`src/rtl/tdma_pkg.sv`:
```
// rtl/tdma_pkg.sv - shared IPIC type codes, arbiter state encoding and defaults
package tdma_pkg;

    localparam int TIMEOUT_CYCLES_DEFAULT = 1024;

    typedef enum logic [2:0] {
        BURST_RD  = 3'd0,
        BURST_WR  = 3'd1,
        SINGLE_RD = 3'd2,
        SINGLE_WR = 3'd3
    } ipic_type_e;

    typedef enum logic [1:0] {
        ST_IDLE      = 2'd0,
        ST_WAIT_ACK  = 2'd1,
        ST_WAIT_DONE = 2'd2
    } state_e;

    // Write types steer the address onto write_addr/write_length; every other
    // code is treated as a read.
    function automatic logic is_write_type(input logic [2:0] t);
        return (t == BURST_WR) || (t == SINGLE_WR);
    endfunction

endpackage

```
`src/rtl/rr_select.sv`:
```
// rtl/rr_select.sv - combinational round-robin pick starting at rr_ptr
// Ports: req (request vector), rr_ptr (search start), grant (chosen index),
// valid (any request present).
module rr_select #(
    parameter int NUM_REQ = 4,
    parameter int ID_W    = 2
) (
    input  logic [NUM_REQ-1:0] req,
    input  logic [ID_W-1:0]    rr_ptr,
    output logic [ID_W-1:0]    grant,
    output logic               valid
);

    int              idx;
    logic [ID_W-1:0] idx_l;

    // Walk offsets from the farthest to the nearest so the nearest requester
    // at or above rr_ptr (with wrap) is the last writer and wins.
    always_comb begin
        grant = rr_ptr;
        valid = 1'b0;
        idx   = 0;
        idx_l = '0;
        for (int i = NUM_REQ - 1; i >= 0; i--) begin
            idx   = (int'(rr_ptr) + i) % NUM_REQ;
            idx_l = ID_W'(idx);
            if (req[idx_l]) begin
                grant = idx_l;
                valid = 1'b1;
            end
        end
    end

endmodule

```
`src/rtl/tdma_ipic_arbiter.sv`:
```
// rtl/tdma_ipic_arbiter.sv - round-robin arbiter of NUM_REQ requesters onto one IPIC master
// Ports: clk/reset (sync, active-high); requester side req_start/req_type/
// req_addr/req_length in, req_ack/req_done/req_err/rd_data out; IPIC side
// ipic_start/ipic_type/read_addr/write_addr/write_length out, ipic_ack/
// ipic_done_wire/single_read_data in; status busy/grant_id/err_count.
module tdma_ipic_arbiter
    import tdma_pkg::*;
#(
    parameter int NUM_REQ        = 4,
    parameter int ADDR_WIDTH     = 32,
    parameter int DATA_WIDTH     = 32,
    parameter int C_LENGTH_WIDTH = 14,
    parameter int TIMEOUT_CYCLES = TIMEOUT_CYCLES_DEFAULT,
    localparam int ID_W          = (NUM_REQ > 1) ? $clog2(NUM_REQ) : 1
) (
    input  logic                              clk,
    input  logic                              reset,
    input  logic [NUM_REQ-1:0]                req_start,
    input  logic [NUM_REQ*3-1:0]              req_type,
    input  logic [NUM_REQ*ADDR_WIDTH-1:0]     req_addr,
    input  logic [NUM_REQ*C_LENGTH_WIDTH-1:0] req_length,
    output logic [NUM_REQ-1:0]                req_ack,
    output logic [NUM_REQ-1:0]                req_done,
    output logic                              req_err,
    output logic [DATA_WIDTH-1:0]             rd_data,
    output logic                              ipic_start,
    output logic [2:0]                        ipic_type,
    output logic [ADDR_WIDTH-1:0]             read_addr,
    output logic [ADDR_WIDTH-1:0]             write_addr,
    output logic [C_LENGTH_WIDTH-1:0]         write_length,
    input  logic                              ipic_ack,
    input  logic                              ipic_done_wire,
    input  logic [DATA_WIDTH-1:0]             single_read_data,
    output logic                              busy,
    output logic [ID_W-1:0]                   grant_id,
    output logic [7:0]                        err_count
);

    localparam int              WD_W     = $clog2(TIMEOUT_CYCLES + 1);
    localparam logic [WD_W-1:0] WD_LIMIT = WD_W'(TIMEOUT_CYCLES - 1);

    state_e                      state_q, state_d;
    logic [ID_W-1:0]             rr_ptr_q, rr_ptr_d;
    logic [ID_W-1:0]             grant_q, grant_d;
    logic [WD_W-1:0]             wdog_q, wdog_d;
    logic                        ipic_start_q, ipic_start_d;
    logic [2:0]                  ipic_type_q, ipic_type_d;
    logic [ADDR_WIDTH-1:0]       read_addr_q, read_addr_d;
    logic [ADDR_WIDTH-1:0]       write_addr_q, write_addr_d;
    logic [C_LENGTH_WIDTH-1:0]   write_length_q, write_length_d;
    logic [NUM_REQ-1:0]          req_ack_q, req_ack_d;
    logic [NUM_REQ-1:0]          req_done_q, req_done_d;
    logic                        req_err_q, req_err_d;
    logic [DATA_WIDTH-1:0]       rd_data_q, rd_data_d;
    logic [7:0]                  err_count_q, err_count_d;

    logic [ID_W-1:0]             sel_grant;
    logic                        sel_valid;
    logic [2:0]                  sel_type;
    logic [ADDR_WIDTH-1:0]       sel_addr;
    logic [C_LENGTH_WIDTH-1:0]   sel_len;
    logic [ID_W-1:0]             rr_next;
    logic                        wdog_hit;
    logic                        timeout_fire;

    rr_select #(
        .NUM_REQ (NUM_REQ),
        .ID_W    (ID_W)
    ) u_rr_select (
        .req    (req_start),
        .rr_ptr (rr_ptr_q),
        .grant  (sel_grant),
        .valid  (sel_valid)
    );

    assign sel_type = req_type[int'(sel_grant)*3 +: 3];
    assign sel_addr = req_addr[int'(sel_grant)*ADDR_WIDTH +: ADDR_WIDTH];
    assign sel_len  = req_length[int'(sel_grant)*C_LENGTH_WIDTH +: C_LENGTH_WIDTH];
    assign rr_next  = (grant_q == ID_W'(NUM_REQ - 1)) ? '0 : grant_q + 1'b1;
    assign wdog_hit = (wdog_q == WD_LIMIT);

    always_comb begin
        state_d        = state_q;
        rr_ptr_d       = rr_ptr_q;
        grant_d        = grant_q;
        wdog_d         = wdog_q;
        ipic_start_d   = ipic_start_q;
        ipic_type_d    = ipic_type_q;
        read_addr_d    = read_addr_q;
        write_addr_d   = write_addr_q;
        write_length_d = write_length_q;
        req_ack_d      = '0;
        req_done_d     = '0;
        req_err_d      = 1'b0;
        rd_data_d      = rd_data_q;
        err_count_d    = err_count_q;
        timeout_fire   = 1'b0;

        unique case (state_q)
            ST_IDLE: begin
                if (sel_valid) begin
                    grant_d     = sel_grant;
                    ipic_type_d = sel_type;
                    if (is_write_type(sel_type)) begin
                        write_addr_d   = sel_addr;
                        write_length_d = sel_len;
                    end else begin
                        read_addr_d = sel_addr;
                    end
                    ipic_start_d = 1'b1;
                    wdog_d       = '0;
                    state_d      = ST_WAIT_ACK;
                end
            end
            ST_WAIT_ACK: begin
                // Handshake is checked before the watchdog so it wins a tie.
                if (ipic_ack) begin
                    req_ack_d[grant_q] = 1'b1;
                    ipic_start_d       = 1'b0;
                    wdog_d             = '0;
                    state_d            = ST_WAIT_DONE;
                end else if (wdog_hit) begin
                    timeout_fire = 1'b1;
                end else begin
                    wdog_d = wdog_q + 1'b1;
                end
            end
            ST_WAIT_DONE: begin
                if (ipic_done_wire) begin
                    rd_data_d           = single_read_data;
                    req_done_d[grant_q] = 1'b1;
                    rr_ptr_d            = rr_next;
                    state_d             = ST_IDLE;
                end else if (wdog_hit) begin
                    timeout_fire = 1'b1;
                end else begin
                    wdog_d = wdog_q + 1'b1;
                end
            end
            default: state_d = ST_IDLE;
        endcase

        if (timeout_fire) begin
            ipic_start_d        = 1'b0;
            req_done_d[grant_q] = 1'b1;
            req_err_d           = 1'b1;
            if (err_count_q != 8'hFF) begin
                err_count_d = err_count_q + 8'd1;
            end
            rr_ptr_d = rr_next;
            state_d  = ST_IDLE;
        end
    end

    always_ff @(posedge clk) begin
        if (reset) begin
            state_q        <= ST_IDLE;
            rr_ptr_q       <= '0;
            grant_q        <= '0;
            wdog_q         <= '0;
            ipic_start_q   <= 1'b0;
            ipic_type_q    <= '0;
            read_addr_q    <= '0;
            write_addr_q   <= '0;
            write_length_q <= '0;
            req_ack_q      <= '0;
            req_done_q     <= '0;
            req_err_q      <= 1'b0;
            rd_data_q      <= '0;
            err_count_q    <= '0;
        end else begin
            state_q        <= state_d;
            rr_ptr_q       <= rr_ptr_d;
            grant_q        <= grant_d;
            wdog_q         <= wdog_d;
            ipic_start_q   <= ipic_start_d;
            ipic_type_q    <= ipic_type_d;
            read_addr_q    <= read_addr_d;
            write_addr_q   <= write_addr_d;
            write_length_q <= write_length_d;
            req_ack_q      <= req_ack_d;
            req_done_q     <= req_done_d;
            req_err_q      <= req_err_d;
            rd_data_q      <= rd_data_d;
            err_count_q    <= err_count_d;
        end
    end

    assign req_ack      = req_ack_q;
    assign req_done     = req_done_q;
    assign req_err      = req_err_q;
    assign rd_data      = rd_data_q;
    assign ipic_start   = ipic_start_q;
    assign ipic_type    = ipic_type_q;
    assign read_addr    = read_addr_q;
    assign write_addr   = write_addr_q;
    assign write_length = write_length_q;
    assign busy         = (state_q != ST_IDLE);
    assign grant_id     = grant_q;
    assign err_count    = err_count_q;

endmodule

```
`config.mk`:
```
export PLATFORM = sky130hd
export DESIGN_NAME = tdma_ipic_arbiter
export DESIGN_NICKNAME = d
export VERILOG_FILES = /design/src/rtl/tdma_pkg.sv /design/src/rtl/rr_select.sv /design/src/rtl/tdma_ipic_arbiter.sv
export SDC_FILE = /design/constraint.sdc
export NUM_CORES = 1
export LEC_CHECK = 0
export CELL_PAD_IN_SITES_DETAIL_PLACEMENT = 1
export CELL_PAD_IN_SITES_GLOBAL_PLACEMENT = 1
export CORE_MARGIN = 2
export CORE_UTILIZATION = 30
export CTS_CLUSTER_DIAMETER = 200
export DETAILED_ROUTE_END_ITERATION = 10
export GPL_ROUTABILITY_DRIVEN = 0
export PLACE_DENSITY_LB_ADDON = 0.1
export SLEW_MARGIN = 5
export SYNTH_ARGS = -nofsm -noshare
export SYNTH_HDL_FRONTEND = slang
export SYNTH_SLANG_ARGS = --single-unit
```
`constraint.sdc`:
```
create_clock -name clk -period 4.15 [get_ports clk]
set_input_delay 0.415 -clock clk [delete_from_list [all_inputs] [get_ports clk]]
set_output_delay 0.415 -clock clk [all_outputs]
set_load 0.1 [all_outputs]
```
=== After elaboration in Yosys (flattened, before gate mapping) ===
Cells that the tools add are included.
Widths: inputs -> output; s select.

* Logic and storage cells: 107
* Flip-flop bits (word level): 148
* Input bits: 236
* Output and inout bits: 134

* Equality and inequality tests: 11
* Add/sub/neg operators: 6
* Shifts and indexed selects: 3
* Reductions and logical operators: 19
* Bitwise operators: 4
* Multipliers: 2
* Muxes and demuxes: 42
* Order comparisons: 6

{| class="wikitable"
|+ Operators by type and width
! operator !! count
|-
| $shiftx 128x8->32 || 1
|-
| $shiftx 56x7->14 || 1
|-
| $mux 11 || 4
|-
| $pmux 11 s3 || 1
|-
| $mux 2 || 11
|-
| $lt 2x3->1 const B || 5
|-
| $mux 1 || 15
|-
| $reduce_and 3->1 || 5
|-
| $mux 4 || 3
|-
| $shiftx 12x5->3 || 1
|-
| $add 11x1->11 const B || 1
|-
| $eq 11x10->1 const B || 1
|-
| $add 8x1->8 const B || 1
|-
| $bmux 1 s2 || 4
|-
| $ne 2x2->1 const B || 4
|-
| $ne 8x8->1 const B || 1
|-
| $reduce_and 2->1 || 4
|-
| $reduce_bool 2->1 || 4
|-
| $pmux 2 s3 || 1
|-
| $mul 2x3->5 const B || 1
|-
| $add 2x1->2 const B || 2
|-
| $add 2x2->2 const B || 2
|-
| $eq 2x2->1 const B || 2
|-
| $mul 2x2->4 const B || 1
|-
| 14 further kinds || 17
|}

=== Logic depth before layout (Yosys ltp) ===
* Depth in word-level cells: 13
* Gate-level depth with buffers: 10
* Gate-level depth less buffers: 9

=== Cells and area by module ===
A second synthesis with hierarchy kept.

* Cells, all modules: 720
* Area, all modules: 7156.9 um^2

{| class="wikitable"
|+ By module, submodules not included
! module !! seq. area each (um^2) !! times used !! area an instance (um^2) !! cells an instance
|-
| tdma_ipic_arbiter || 2962.8 || 1 || 7056.8 || 704
|-
| rr_select || 0.0 || 1 || 100.1 || 16
|}

=== Least setup slack after synthesis ===
OpenSTA, ideal clock, no wires.

* Path kind: register -> register
* Start: register err_count_q[0] (netlist: err_count[0])
* End: register err_count_q[5] (netlist: err_count[5])
* Data required time: 4.022 ns
* Setup time: 0.128 ns
* Buffers on the path: 1
* Clock period less this slack: 2.559 ns
* Setup slack: 1.591 ns
* Stages on the path, launching flop included: 10
* Arrival time: 2.432 ns
* Path through: dfxtp_1 ha_1 nand2_1 nor3_1 and4b_1 clkbuf_1 and4_1 nand3_1 xor2_1 nor2_1

* Longest elaborated chain between the ends: 2
* Elaborated cells on any way between the ends: 3
* Those cells by class: 1 x add/sub; 1 x eq/ne; 1 x reduce/logical

{| class="wikitable"
|+ RTL lines
! item !! line !! RTL
|-
| start: declaration || tdma_ipic_arbiter.sv:55 || <nowiki>logic [7:0] err_count_q, err_count_d;</nowiki>
|-
| start signal: assignment || tdma_ipic_arbiter.sv:185 || <nowiki>err_count_q <= err_count_d;</nowiki>
|-
| parallel branches: the longest is 2 deep, another holds $add 8x1->8 || - ||
|}

Parallel ways; which one is timed is not known.
A chain may end at the register's enable or synchronous reset.

=== Worst setup path after layout ===
* Start: input port req_start[3]
* End: register read_addr_q[11] (netlist: read_addr[11])

* Longest elaborated chain between the ends: 12
* Elaborated cells on any way between the ends: 24
* Those cells by class: 1 x mul; 2 x eq/ne; 2 x shift; 16 x mux; 1 x bitwise; 2 x reduce/logical

{| class="wikitable"
|+ RTL lines
! item !! line !! RTL
|-
| start: declaration || tdma_ipic_arbiter.sv:18 || <nowiki>input logic [NUM_REQ-1:0] req_start,</nowiki>
|-
| $bmux 1 s2 || rr_select.sv:27 || <nowiki>if (req[idx_l]) begin</nowiki>
|-
| $mux 1 (implied by the code) || rr_select.sv:27 ||
|-
| $mux 2 (4 in series) || rr_select.sv:27 ||
|-
| $mul 2x2->4 || tdma_ipic_arbiter.sv:76 || <nowiki>assign sel_type = req_type[int'(sel_grant)*3 +: 3];</nowiki>
|-
| $shiftx 12x5->3 || tdma_ipic_arbiter.sv:76 ||
|-
| $eq 3x1->1 / $eq 3x2->1 (equally long branches) || tdma_pkg.sv:22 || <nowiki>return (t == BURST_WR) || (t == SINGLE_WR);</nowiki>
|-
| $logic_or 1x1->1 || tdma_pkg.sv:22 ||
|-
| $not 1->1 (no line) || - ||
|-
| $reduce_and 3->1 (no line) || - ||
|-
| end signal: assignment || tdma_ipic_arbiter.sv:178 || <nowiki>read_addr_q <= read_addr_d;</nowiki>
|-
| end: declaration || tdma_ipic_arbiter.sv:48 || <nowiki>logic [ADDR_WIDTH-1:0] read_addr_q, read_addr_d;</nowiki>
|}

Several ways; a longest one is shown, not always the timed one. The select of a mux whose other input is x is not followed.

==> out/results.ini <==
[sta]
max_slew_margin_pct = 26.3
setup_violations_final = 0
max_freq_mhz = 329
timing.final.crit_share_pct = 73.2
post_route_setup_tns_ps = 0
final_hold_viol_count = 0
finalClockSkew_ps = 9.47
period_minus_slack_ps = 3040
number_of_max_slew_violations_in_the_final_report = 0
fin_ws_ps = 1110
max_slew.worst_pin.slew_ps = 1100
rsz0062_at_grt = false
finalHoldWorstSlack_ps = 451

[global_routing]
first_global_vias = 7322
grt_use_total_pct = 19.4
global_route_wire_length_before_repair_mm = 40.6
grt_overflow_total = 0
initial_antenna_violation_count = 0
grt_start_max_net_pins = 89

[logic_synthesis]
yosysMostFrequentCell = sky130_fd_sc_hd__dfxtp_1
ys_ff_latch = 148
netlist.top_cell.by_area = sky130_fd_sc_hd__dfxtp_1
syn_inst = 843
synthDistinctLibCells = 54
mean_instance_size_in_the_synthesized_netlist_sq_um = 9.11
synth_edf_count = 0
syn-num-nets = 1089
synth_common_cells = sky130_fd_sc_hd__dfxtp_1 (148), sky130_fd_sc_hd__mux2i_1 (123), sky130_fd_sc_hd__nand2_1 (118)
area_of_the_mapped_netlist_sq_um = 7680
sequential_share_of_the_synthesized_area_pct = 38.6
ys_top_cells_by_area = sky130_fd_sc_hd__dfxtp_1 (39%), sky130_fd_sc_hd__mux2i_1 (16%), sky130_fd_sc_hd__mux2_2 (6.7%)
ys_async_sr_fraction_pct = 0
synth_top_cell_area_share_pct = 38.6
synth_top_flop_cell = sky130_fd_sc_hd__dfxtp_1
synthesis.yosys.warnings = 0

[die]
die_h_um = 164
start_util_pct = 30.5
die-area_sq_um = 26900
dieWidth_um = 164
boundaryPins = 370
row_count = 58
core_sq_um = 25200

[detailed_routing]
average_wire_length_per_cell_after_detail_routing_um = 17.5
drt.antenna.violating_nets = 0
final_routed_drc_violation_total = 0
drt_pre_antenna_iters = 4
vias_per_cell = 4.69
vias = 7165
starting_drt_drc_count = 178
total_length_of_routed_wires_mm = 26.7

[worst_setup_path]
cp.arrival_ps = 3340
cp_max_fo = 32
type_of_element_capturing_the_critical_path = register
timing.setup.critical_path_class = in -> reg
timing.critical_path.from_type = input pin
crit_required_ps = 4460

[clock_network]
count_of_hold_buffers_inserted_by_post_cts_repair = 0
tritoncts = yes
clock-root-buffer = sky130_fd_sc_hd__clkbuf_16
cts_setup_buffers = 0
clkSlewWorstSetupHoldPaths_ps = 60
htree_num_levels = 4
resized_cells_post_cts = 0
clk_latency_ps = 420
cts_inserted_buffers = 17
cts_max_path_buffers = 2
clock_sinks = 148

[outcome]
run_status = finished, final reports clean

[cells_and_area]
num_antenna_cells = 0
filler_cell_count = 2883
multi_input_logic_area_sq_um = 4380
area_growth_pct = 59.9
seq_area_sq_um = 2960
num-nets-final = 1431
post_route_cells_drive_above_1_share_pct = 9.77

[place]
place_worst_setup_slack_ps = 630
detailed_place_hpwl_mm = 20.1
port_buffers = 369

[worst_hold_path]
min_path_type = reg -> reg

[power_and_ir_drop]
p_per_area_nw_per_um2 = 475
worst_ir_drop_vdd_mv = 0.230
power_leakage_nw = 4.61

[job]
max_cap_viol_count = 0

## stage by stage
step	power, mW	utilization (%)	instances	cell area [sq um]
after CTS	5.91	48.7	1528	12300
final	5.83	48.7	1528	12300
after floorplan	3.44	-	843	7680
after detailed placement	4.15	46.1	1496	11600
after global placement	4.13	46.1	1496	11600
after global routing	6.08	48.7	1528	12300
## area by class of cell
cell class	count	area share, %
clock buffer	20	3.72
clock inverter	12	1.65
inverter	10	0.306
multi-input combinational	628	35.7
sequential	148	24.1
tap	330	3.36
timing repair buffer	380	31.2
## logic make-up (layout without fill, tap and decap cells)
kind of cell             count (synthesis)  after routing  share of synthesized area [%]
AO/OA/AOI/OAI                          101            101                           8.02
XOR/XNOR                                11             11                           1.25
adder cells (fa/ha/maj)                 10             10                           1.63
buffers and inverters                   67            422                           4.61
flip-flops                             148            148                           38.6
multiplexers                           187            187                           26.3
AND/OR/NAND/NOR                        319            319                           19.6
## critical path, stage by stage
cell	delay [ps]
sky130_fd_sc_hd__clkdlybuf4s50_1	580
sky130_fd_sc_hd__and3b_1	200
sky130_fd_sc_hd__or4_1	600
sky130_fd_sc_hd__nand2_8	360
sky130_fd_sc_hd__a221o_1	320
sky130_fd_sc_hd__o211ai_2	120
sky130_fd_sc_hd__nand2_2	110
sky130_fd_sc_hd__buf_12	240
sky130_fd_sc_hd__mux2_2	370
## worst paths after layout
| kind | to | slack (ps) | startpoint | cells after the start |
|---|---|---|---|---|
| max | read_addr[11] | 1110 | req_start[3] | 9 |
| min | write_addr[27] | 450 | write_addr[27] | 2 |
| max reg2reg | read_addr[11] | 1260 | rr_ptr_q[1] | 8 |
| min reg2reg | write_addr[27] | 450 | write_addr[27] | 2 |
## layer usage
| layer | vias up | track usage [%] | routed length (um) | part of all wire (%) |
|---|---|---|---|---|
| met5 | - | 0 | 0 | 0 |
| met4 | 0 | 5.70 | 481 | 1.8 |
| met3 | 24 | 5.96 | 2030 | 7.6 |
| met2 | 224 | 33.8 | 13200 | 49 |
| met1 | 3372 | 22.8 | 11100 | 41 |
| li1 | 3545 | - | - | - |
## cell usage in the layout (no fill, tap or decap), types with 3 or more instances in the layout
cell                              Yosys  routed
sky130_fd_sc_hd__clkdlybuf4s50_1      0     368
sky130_fd_sc_hd__dfxtp_1            148     148
sky130_fd_sc_hd__mux2i_1            123     123
sky130_fd_sc_hd__nand2_1            118     118
sky130_fd_sc_hd__nor2_1              81      81
sky130_fd_sc_hd__a21oi_1             73      73
sky130_fd_sc_hd__mux2_2              46      46
sky130_fd_sc_hd__nor2b_1             37      37
sky130_fd_sc_hd__or2_1               28      28
sky130_fd_sc_hd__mux2_4              18      18
sky130_fd_sc_hd__clkbuf_16            0      17
sky130_fd_sc_hd__nor3_1              11      11
sky130_fd_sc_hd__inv_1               10      10
sky130_fd_sc_hd__ha_1                10      10
sky130_fd_sc_hd__nand3_1              8       8
sky130_fd_sc_hd__buf_4                7       8
sky130_fd_sc_hd__and3_1               7       7
sky130_fd_sc_hd__xnor2_1              6       6
sky130_fd_sc_hd__and2_1               6       6
sky130_fd_sc_hd__nand2b_1             5       5
sky130_fd_sc_hd__xor2_1               5       5
sky130_fd_sc_hd__bufinv_16            0       5
sky130_fd_sc_hd__or2_0                4       4
sky130_fd_sc_hd__clkinv_4             0       4
sky130_fd_sc_hd__buf_12               0       4
sky130_fd_sc_hd__o22ai_1              3       3
sky130_fd_sc_hd__and4_1               3       3
sky130_fd_sc_hd__and4b_1              3       3
sky130_fd_sc_hd__o21ai_0              3       3
sky130_fd_sc_hd__a31oi_1              3       3
## sequential cells by signal (all words and copies together) (netlist names)
register,flops
ipic_type,3
err_count,8
write_addr,32
grant_id,2
rr_ptr_q,2
state_q,2
wdog_q,11
req_done,4
write_length,14
req_ack,4
read_addr,32
rd_data,32
req_err,1
ipic_start,1
## power by group
| part | total, mW | switching (mW) | internal [mW] |
|---|---|---|---|
| Clock | 1.73 | 0.631 | 1.10 |
| Sequential | 1.65 | 0.0812 | 1.57 |
| Combinational | 2.44 | 1.63 | 0.814 |
| Total | 5.83 | 2.34 | 3.49 |
No activity file was read; power rests on OpenSTA's default activity.
